===== config.mk =====
export PLATFORM = sky130hd
export DESIGN_NAME = mips_cp0
export DESIGN_NICKNAME = d
export VERILOG_FILES = /design/src/rtl/mips_cp0.sv
export SDC_FILE = /design/constraint.sdc
export NUM_CORES = 1
export LEC_CHECK = 0
export BUFFER_PORTS_ARGS = -buffer_cell sky130_fd_sc_hd__buf_4
export CAP_MARGIN = 10
export CORE_AREA = 2 2 135 137
export DETAILED_ROUTE_END_ITERATION = 8
export DIE_AREA = 0 0 137 139
export SLEW_MARGIN = 20
export SYNTH_ARGS = -nofsm -noshare
export SYNTH_HDL_FRONTEND = slang
export SYNTH_SLANG_ARGS = --single-unit

===== constraint.sdc =====
create_clock -name clock -period 1.8 [get_ports clock]
set_clock_uncertainty 0.2 [all_clocks]
set_input_delay 0.09 -clock clock [delete_from_list [all_inputs] [get_ports clock]]
set_output_delay 0.09 -clock clock [all_outputs]
set_load 0.02 [all_outputs]

===== src/rtl/mips_cp0.sv =====
// rtl/mips_cp0.sv - MIPS coprocessor 0: Status/Cause/EPC, exception and interrupt priority.
// Optional Count/Compare timer enabled by defining CP0_TIMER_EN.
module mips_cp0 #(
  parameter int NUM_IRQ = 8
) (
  input  logic               clock,
  input  logic               reset,
  output logic [63:0]        rd_data,
  output logic [63:0]        EPC,
  output logic               takenHandler,
  input  logic [63:0]        wr_data,
  input  logic [4:0]         regnum,
  input  logic [2:0]         sel,
  input  logic [63:0]        IF_pc,
  input  logic [63:0]        curr_pc,
  input  logic               MTC0,
  input  logic               ERET,
  input  logic [NUM_IRQ-1:0] interrupt_source,
  input  logic               overflow,
  input  logic               reserved_inst,
  input  logic               break_,
  input  logic               syscall
);

  logic [7:0]  status_im;
  logic        status_exl;
  logic        status_ie;
  logic [4:0]  exc_code;
  logic [63:0] epc_q;
  logic [7:0]  irq_lines;
  logic [7:0]  cause_ip;
  logic        exc_req;
  logic        int_req;
  logic [4:0]  win_code;
  logic        wr_status;
  logic        wr_epc;

  always_comb begin
    irq_lines = '0;
    irq_lines[NUM_IRQ-1:0] = interrupt_source;
  end

`ifdef CP0_TIMER_EN
  logic [31:0] count_q;
  logic [31:0] compare_q;
  logic        timer_pending;
  logic        wr_count;
  logic        wr_compare;

  assign wr_count   = MTC0 && (sel == 3'd0) && (regnum == 5'd9);
  assign wr_compare = MTC0 && (sel == 3'd0) && (regnum == 5'd11);
  assign cause_ip   = irq_lines | {timer_pending, 7'b0};

  // Pending stays set until software rewrites Compare.
  always_ff @(posedge clock or negedge reset) begin
    if (!reset) begin
      count_q       <= '0;
      compare_q     <= '0;
      timer_pending <= 1'b0;
    end else begin
      count_q <= wr_count ? wr_data[31:0] : count_q + 32'd1;
      if (wr_compare) begin
        compare_q     <= wr_data[31:0];
        timer_pending <= 1'b0;
      end else if (count_q == compare_q) begin
        timer_pending <= 1'b1;
      end
    end
  end
`else
  assign cause_ip = irq_lines;
`endif

  assign exc_req      = reserved_inst | syscall | break_ | overflow;
  assign int_req      = status_ie && !status_exl && ((cause_ip & status_im) != 8'd0);
  assign takenHandler = reset && (exc_req || int_req);
  assign wr_status    = MTC0 && (sel == 3'd0) && (regnum == 5'd12);
  assign wr_epc       = MTC0 && (sel == 3'd0) && (regnum == 5'd14);
  assign EPC          = epc_q;

  always_comb begin
    win_code = 5'd0;
    if (reserved_inst)  win_code = 5'd10;
    else if (syscall)   win_code = 5'd8;
    else if (break_)    win_code = 5'd9;
    else if (overflow)  win_code = 5'd12;
  end

  // Exception updates are applied last so they override MTC0 and ERET on EXL/EPC.
  always_ff @(posedge clock or negedge reset) begin
    if (!reset) begin
      status_im  <= '0;
      status_exl <= 1'b0;
      status_ie  <= 1'b0;
      exc_code   <= '0;
      epc_q      <= '0;
    end else begin
      if (wr_status) begin
        status_im  <= wr_data[15:8];
        status_exl <= wr_data[1];
        status_ie  <= wr_data[0];
      end
      if (ERET)
        status_exl <= 1'b0;
      if (wr_epc && !takenHandler)
        epc_q <= wr_data;
      if (takenHandler) begin
        exc_code   <= win_code;
        status_exl <= 1'b1;
        if (!status_exl)
          epc_q <= exc_req ? curr_pc : IF_pc;
      end
    end
  end

  always_comb begin
    rd_data = '0;
    if (sel == 3'd0) begin
      case (regnum)
        5'd12: rd_data = {48'b0, status_im, 6'b0, status_exl, status_ie};
        5'd13: rd_data = {48'b0, cause_ip, 1'b0, exc_code, 2'b0};
        5'd14: rd_data = epc_q;
`ifdef CP0_TIMER_EN
        5'd9:  rd_data = {32'b0, count_q};
        5'd11: rd_data = {32'b0, compare_q};
`endif
        default: rd_data = '0;
      endcase
    end
  end

endmodule


==> flow_summary.toml, run 1 <==
[clock_network]
ctsHtreeMaxLevel = 3
numCtsBuffers = 9
clock-root-buffer = "clkbuf_16"
insertion_delay_ns = 0.34
cts.sink_count = 78
cts_tree = "built"
cts.clk_slew.worst_paths_ns = 0.06
clockBufferDepth = 2

[route]
initialDrtViolationCount = 227
drc = 0
first_pass_iters = 7
post_drt_wl_per_cell_um = 20.0
via_count = 5927
vias_per_cell = 4.97
ant_nets = 0
wl_um = 23900

[finish]
fillerInstances = 1352
syn2layout_area_growth_pct = 143
nNetsFinal = 1172
layout-drive-gt1-share = 0.519
final_cell_mix = "buf_4 (321), dlygate4sd3_1 (196), dfrtp_1 (78), o22a_1 (64)"
finalNonFillerCells = 1192
final_common_cell = "buf_4"

[status]
outcome = "complete, but fails checks"
violations = "negative setup slack"

[global_route]
antenna_found_initial = 2
track_usage = 0.234
grt_overflow_total = 0
grt_pass1_wl_um = 34300
grt_pass1_vias = 6529
grt_max_degree = 52

[power_and_ir_drop]
vdd_drop_max_uv = 434
powerDensity_nw_per_um2 = 640
p_leak_nw = 4.76

[synth]
seq_area_frac_synth = 0.449
synth_area_sq_um = 4350
synthCells = 380
syn_nets = 596
avgSynthCellArea_sq_um = 11.4
synth_warnings = 0
ys_seq_elements = 78
synth_top_area_cell = "dfrtp_1"
synth.area.top_cells = "dfrtp_1 (45%), o221a_1 (16%), o22a_1 (13%)"
ys_types = 31
netlist.area_leader.share = 0.449

[sta]
fin_crit_sh = 1.08
relSlewSlack = 0.551
worst_slack_ns = -0.150
hold_violations = 0
max_freq_mhz = 513
worst_pin_slew_ns = 0.674
setup_violations = 85
maxSlewViolCount = 0
period_needed_ns = 1.95
rsz0062_at_grt = "yes"

[job]
cap_violations = 0

[floorplanning]
die_w_um = 137
start_util = 0.246
die-area_sq_um = 19000
core_sq_um = 17700
io_pins = 345
die_y_um = 139
rows = 49

[worst_hold_path]
worstHoldEndpoint = "EPC[13]"
hp-start = "curr_pc[13]"
hp-class = "in2reg"
hold_path_depth = 3

[setup_path]
crit_arrival_ns = 2.03
cpPeakStageDelay_ns = 0.39
reg2reg_depth = 8
crit_slowest_cell = "dfrtp_1"
crit-reg2reg-launch = "status_im[4]"
crit_path_end_kind = "flop"
worstPathCellList = "a22oi_2, nand2_2, buf_6, o21ai_4, buf_12, clkbuf_16, o22a_1, o221a_1"
rrSetupSlack_ns = -0.15
required_ns = 1.88
worstSetupPathType = "reg2reg"
crit_family = "compound AO/OA/AOI/OAI gates"
worstPathBufferInverterCount = 3
start_kind = "flop"
timing.rr.end = "EPC[50]"
crit_fanout = 14

[placed_design]
place_ws_ns = -0.488
io_buffers = 344
dp_hpwl_um = 14200
gp_congestion = 0.819
dp.cells = 957
-- worst max-delay path by stage --
stage          depth (start not counted)       to  slack [ns]         start
2_1_floorplan                          7  EPC[10]       -0.34       syscall
3_3_place_gp                           7   EPC[2]       -0.44       syscall
3_5_place_dp                           7  EPC[54]       -0.49       syscall
4_1_cts                                8  EPC[44]       -0.16  status_im[1]
5_1_grt                                8  EPC[50]       -0.22  status_im[6]
6_report                               8  EPC[50]       -0.15  status_im[4]
-- layout make-up --
class	count	area, sq um	share of cell area
Timing Repair Buffer	600	5530	0.524
Inverter	1	3.75	0.000356
Tap cell	229	287	0.0272
Clock inverter	5	105	0.00997
Sequential cell	78	1950	0.185
Clock buffer	11	253	0.0240
Antenna cell	2	5.00	0.000475
Multi-Input combinational cell	266	2410	0.229
-- per-stage QoR --
step	hold slack, ns	area [sq um]	total power [W]	TNS (ns)	utilization
2_1_floorplan	-0.406	4360	0.00304	-21.14	-
3_3_place_gp	0.0543	7460	0.00412	-35.27	0.422
3_5_place_dp	0.0591	7460	0.00416	-40.58	0.422
4_1_cts	0.00365	10300	0.00674	-9.12	0.586
5_1_grt	0.00991	10500	0.00702	-15.07	0.597
6_report	0.00914	10500	0.00675	-8.22	0.597
-- power by group --
part	internal [W]	switching [W]	total [W]	leakage, nW
clock network	0.00143	0.000739	0.00217	0.168
logic	0.00129	0.000929	0.00222	3.71
registers	0.00204	0.000318	0.00236	0.885
total	0.00476	0.00199	0.00675	4.76
-- synth_stat cells (all sizes together) --
| library cell | number |
|---|---|
| nor3b | 1 |
| or4b | 1 |
| o21ai | 1 |
| mux2i | 11 |
| nand3b | 3 |
| nand2 | 7 |
| nand3 | 3 |
| nor2b | 1 |
| inv | 1 |
| buf | 14 |
| or4 | 1 |
| nor3 | 5 |
| o22a | 64 |
| dfrtp | 78 |
| nor2 | 22 |
| o221a | 64 |
| clkbuf | 21 |
| o21bai | 2 |
| mux2 | 11 |
| nor4b | 1 |
| a22oi | 8 |
| and2 | 50 |
| a21oi | 8 |
| nand2b | 2 |
-- tightest hold or removal path, delay by kind of cell --
| family | cells | cell delay, ns |
|---|---|---|
| compound gates | 2 | 0.34 |
| buf+inv | 1 | 0.07 |
-- logic make-up (layout without fill, tap and decap cells) --
family          count (synthesis)  after routing  synth area share
simple gates                   97             97             0.130
flops                          78             78             0.449
mux                            22             22            0.0538
buf+inv                        36            617            0.0449
compound gates                147            147             0.322
other cells                     0              2                 0
-- layer usage --
layer / wire (um) / vias to the layer above / global-route usage
li1: - / 2668 / -
met1: 8920 / 2863 / 0.246
met2: 12300 / 316 / 0.428
met3: 1640 / 80 / 0.0530
met4: 1040 / 0 / 0.119
met5: 0 / - / 0
-- sequential cells by signal, summed over array words and instances, names as in the netlist --
register    cells
status_im       8
status_exl      1
status_ie       1
EPC            64
exc_code        4
-- timing repair --
| item | 4_1_cts | 5_1_grt |
|---|---|---|
| endpoints found under the hold margin | 155 | 0 |
| setup buffers | 12 | 3 |
| hold buffers | 196 | 0 |
| pin swaps | 20 | 40 |
| gates cloned | 5 | 4 |
| resized for setup | 99 | 41 |
| setup endpoints to repair | 118 | 116 |
No activity file was read; power rests on OpenSTA's default activity.
==> run 2: changes to the inputs <==
CELL_PAD_IN_SITES_DETAIL_PLACEMENT = 0   (was unset)
CELL_PAD_IN_SITES_GLOBAL_PLACEMENT = 2   (was unset)
CORE_AREA = 2 2 155 157   (was 2 2 135 137)
DIE_AREA = 0 0 157 159   (was 0 0 137 139)
PLACE_DENSITY_LB_ADDON = 0.1   (was unset)
==> flow_summary.toml, run 2 (synthesis results as in run 1) <==
[finish]
register_area_sq_um = 1950
antennaDiodeCount = 0
final_common_cell = "buf_4"
final_area_sq_um = 11000
finalNonFillerCells = 1304
nNetsFinal = 1196
layout-drive-gt1-share = 0.532
utilization = 0.476
fillerInstances = 2168
largest_reg_flops = 64
multi_input_area_sq_um = 2460
syn2layout_area_growth_pct = 154
final_cell_mix = "buf_4 (327), dlygate4sd3_1 (196), dfrtp_1 (78), buf_6 (69), o22a_1 (64)"

[placed_design]
post_dp_cell_area_sq_um = 7660
io_buffers = 344
place_ws_ns = -0.528
dp_hpwl_um = 15600
gp_congestion = 0.749
dp.cells = 1054

[global_route]
grt_max_degree = 65
antenna_found_initial = 1
track_usage = 0.189
grt_overflow_total = 0
grt_pass1_vias = 6198
grt_pass1_wl_um = 35500

[status]
outcome = "complete, but fails checks"
violations = "negative setup slack"

[setup_path]
required_ns = 1.83
worstPathCellList = "buf_4, dlygate4sd3_1, nand2_2, or4b_4, nand2b_4, buf_12, o221a_2"
crit_path_start = "reset"
crit_fanout = 31
timing.rr.end = "EPC[15]"
crit_cells = 7
crit_arrival_ns = 2.11
worstSetupPathType = "in2reg"
crit_slowest_cell = "dlygate4sd3_1"
rrSetupSlack_ns = -0.23
crit-reg2reg-launch = "status_im[1]"
start_kind = "input port"
crit_path_end = "EPC[2]"
crit_family = "buffers and inverters"
reg2reg_depth = 8
cpPeakStageDelay_ns = 0.62
worstPathBufferInverterCount = 3
crit_path_end_kind = "flop"

[sta]
period_needed_ns = 2.08
worst_slack_ns = -0.280
rsz0062_at_grt = "yes"
worst_pin_slew_ns = 0.873
hold_violations = 0
hold_ws_ns = 0.0134
max_freq_mhz = 481
relSlewSlack = 0.418
fin_crit_sh = 1.16
setup_violations = 108
maxSlewViolCount = 0

[route]
drc = 0
first_pass_iters = 4
initialDrtViolationCount = 195
via_count = 5770
vias_per_cell = 4.42
ant_nets = 0
wl_um = 25000
post_drt_wl_per_cell_um = 19.1

[floorplanning]
start_util = 0.187
rows = 56
io_pins = 345
die_y_um = 159
core_sq_um = 23200
die_w_um = 157
die-area_sq_um = 25000

[worst_hold_path]
hold_path_depth = 3
hp-class = "in2reg"

[job]
cap_violations = 0

[power_and_ir_drop]
p_leak_nw = 4.94
vdd_drop_max_uv = 276
powerDensity_nw_per_um2 = 606

[clock_network]
cts.sink_count = 78
clock-root-buffer = "clkbuf_16"
numCtsBuffers = 9
clockBufferDepth = 2
cts.clk_slew.worst_paths_ns = 0.06
cts_tree = "built"
insertion_delay_ns = 0.34
ctsHtreeMaxLevel = 3
==> run 2: changes by cell type in the layout (fill, tap and decap cells not counted), sizes merged <==
| cell | change |
|---|---|
| clkinvlp | -2 |
| diode | -2 |
| buf | +25 |
| clkinv | +1 |
==> run 2: routing by layer <==
metal  vias to the layer above  global-route usage  share of wire
li1                       2725                   -              -
met1                      2781               0.221           0.41
met2                       234               0.340           0.51
met3                        28              0.0384          0.060
met4                         2              0.0626          0.023
met5                         -                   0        0.00048
==> run 2: what timing repair did <==
action / CTS / global route
resized for setup: 109 / 51
setup buffers: 17 / 11
cloned: 10 / 4
endpoints found under the hold margin: 156 / 65
pin swaps: 29 / 10
endpoints found under the setup margin: 118 / 117
hold buffers: 196 / 1
==> run 2: worst register-to-register path, stage by stage (launching register included) <==
cell	delay (ns)
dfrtp_1	0.40
a22oi_2	0.19
nand2_2	0.10
buf_6	0.13
o21bai_4	0.14
buf_6	0.13
nand3_4	0.15
buf_12	0.22
o221a_1	0.25
==> run 2: worst min-delay path by stage <==
stage | from | end
after floorplan | reset | EPC[0]
after global placement | reset | exc_code[3]
after detailed placement | reset | exc_code[3]
after CTS | curr_pc[0] | EPC[0]
after global routing | curr_pc[0] | EPC[0]
final | curr_pc[0] | EPC[0]
==> run 2: report_power, final <==
part           switching (W)  internal, W
sequential          0.000290      0.00204
clock               0.000742      0.00136
combinational       0.000926      0.00134
total                0.00196      0.00474
==> run 2: layout make-up <==
class / instances / area share
inverter: 1 / 0.000340
multi-input combinational: 266 / 0.223
sequential: 78 / 0.177
timing repair buffer: 624 / 0.534
clock buffer: 12 / 0.0214
clock inverter: 4 / 0.00862
tap: 319 / 0.0362
==> run 2: metrics by stage <==
| stage | total power (W) | setup TNS (ns) |
|---|---|---|
| final | 0.00669 | -16.77 |
| after global placement | 0.00417 | -41.21 |
| after global routing | 0.00702 | -23.91 |
| after floorplan | 0.00304 | -21.14 |
| after CTS | 0.00674 | -19.67 |
| after detailed placement | 0.00417 | -42.71 |
==> run 3: changes to the inputs <==
ABC_AREA = 1   (was unset)
CORE_AREA = 2 2 182 184   (was 2 2 155 157)
DIE_AREA = 0 0 184 186   (was 0 0 157 159)
==> flow_summary.toml, run 3 <==
[route]
highest_layer = "met5"
wl_um = 33400
ant_nets = 0
drc = 0
wl_met2_um = 16800
vias_per_cell = 4.28
via_count = 8249
first_pass_iters = 4
wl_met1_um = 14100
post_drt_wl_per_cell_um = 17.3
wl_met3_um = 1910
initialDrtViolationCount = 255

[synth]
synth_top_area_cell = "dfrtp_1"
ys_types = 25
async_flop_share = 1.00
synth.area.top_cells = "dfrtp_1 (32%), nand2_1 (15%), inv_1 (13%)"
yosysMostFrequentCell = "nand2_1"
synthTopCellsByCount = "nand2_1 (239), inv_1 (214), nand3_1 (139), dfrtp_1 (78), o21ai_0 (77)"
synthFlopType = "dfrtp_1"
synth_edf_count = 0
seq_area_frac_synth = 0.323
avgSynthCellArea_sq_um = 6.16
ys_seq_elements = 78
syn_nets = 1198
synth_area_sq_um = 6040
synth_warnings = 0
netlist.area_leader.share = 0.323
synthCells = 982

[floorplanning]
core_sq_um = 32200
io_pins = 345
rows = 66
die_w_um = 184
start_util = 0.188
die-area_sq_um = 34200
die_y_um = 186

[clock_network]
cts_tree = "built"
ctsHtreeMaxLevel = 3
cts.sink_count = 78
clock-root-buffer = "clkbuf_16"
insertion_delay_ns = 0.35
clockBufferDepth = 2
cts.clk_slew.worst_paths_ns = 0.07
numCtsBuffers = 9

[global_route]
track_usage = 0.190
grt_overflow_total = 0
grt_pass1_vias = 8457
grt_max_degree = 80
antenna_found_initial = 1
grt_pass1_wl_um = 49100

[finish]
largest_reg_flops = 64
antennaDiodeCount = 0
final_cell_mix = "buf_4 (382), nand2_1 (219), inv_1 (214), dlygate4sd3_1 (184), nand3_1 (136)"
nNetsFinal = 1731
syn2layout_area_growth_pct = 97.0
layout-drive-gt1-share = 0.309
final_area_sq_um = 11900
utilization = 0.370
final_common_cell = "buf_4"

[placed_design]
place_ws_ns = -0.108
gp_congestion = 0.760
post_dp_cell_area_sq_um = 9410
dp_hpwl_um = 22800
io_buffers = 344

[setup_path]
start_kind = "flop"
crit_arrival_ns = 1.65
rrSetupSlack_ns = -0.12
crit_fanout = 5
required_ns = 1.51
reg2reg_depth = 13
worstSetupPathType = "reg2out"
crit_path_end_kind = "primary output"

[sta]
max_freq_mhz = 515
maxSlewViolCount = 0
rsz0062_at_grt = "yes"
hold_ws_ns = -0.0140
period_needed_ns = 1.94
fin_crit_sh = 1.08
relSlewSlack = 0.465
hold_violations = 2
worst_slack_ns = -0.140
worst_pin_slew_ns = 0.803
setup_violations = 65

[status]
outcome = "complete, but fails checks"
violations = "negative hold slack, negative setup slack"

[power_and_ir_drop]
powerDensity_nw_per_um2 = 589
vdd_drop_max_uv = 424
p_leak_nw = 6.54

[worst_hold_path]
hp-class = "in2reg"
hold_path_depth = 5

[job]
cap_violations = 0
-- run 3: cell families (layout without fill, tap and decap cells) --
logic type	after synthesis	count (layout)	synth area share
and+or+nand+nor	519	519	0.401
buffers and inverters	293	831	0.196
AOI/OAI and AO/OA	92	92	0.0803
DFF	78	78	0.323
-- run 3: metal layers --
| metal | up-vias | GRT usage |
|---|---|---|
| met5 | - | 0 |
| met4 | 2 | 0.0454 |
| met3 | 33 | 0.0454 |
| met2 | 214 | 0.342 |
| met1 | 3815 | 0.228 |
| li1 | 4185 | - |
-- run 3: layout make-up --
type	count	area (sq um)
clock buffers	10	239
clock inverters	6	46.3
fillers	3537	20300
inverters	217	815
multi-input cells	611	3010
flip-flops and latches	78	1950
well taps	408	510
repair buffers	598	5340
-- run 3: power by group --
part | switching, W | internal, W | total (W)
logic | 0.00152 | 0.00139 | 0.00291
registers | 0.000183 | 0.00206 | 0.00224
clock network | 0.000877 | 0.000983 | 0.00186
total | 0.00258 | 0.00443 | 0.00701
-- run 3: critical path: stages, from the launching register on --
cell and delay [ns]:
dfrtp_1 0.38, nand2_1 0.08, nand2_1 0.08, nor2_2 0.13, nand2_2 0.09, nand2_4 0.09, buf_12 0.11, nand2_8 0.08
buf_12 0.15, buf_8 0.12
-- run 3: worst paths after layout --
path	end	startpoint
min	exc_code[0]	syscall
min in group asynchronous	EPC[7]	reset
max reg2reg	EPC[0]	status_im[4]
max in group asynchronous	EPC[0]	reset
min reg2reg	exc_code[1]	exc_code[1]
max	takenHandler	status_im[4]
-- run 3: through the flow --
stage,power [W],std cells,hold slack (ns),setup TNS (ns)
floorplan,0.00345,982,-0.406,0
global placement,0.00479,1712,-0.115,-0.449
detailed placement,0.00479,1712,-0.112,-0.640
CTS,0.00707,1921,0.0000540,-4.93
global route,0.00749,1928,0.00652,-13.61
finish,0.00701,1928,-0.0140,-5.83
-- run 3: timing repair --
item | 4_1_cts | 5_1_grt
setup endpoints to repair | 66 | 67
hold buffers | 184 | 0
resized for setup | 10 | 31
buffers inserted | 6 | 6
endpoints found under the hold margin | 155 | 0
pin swaps | 1 | 10
cloned | 3 | 2
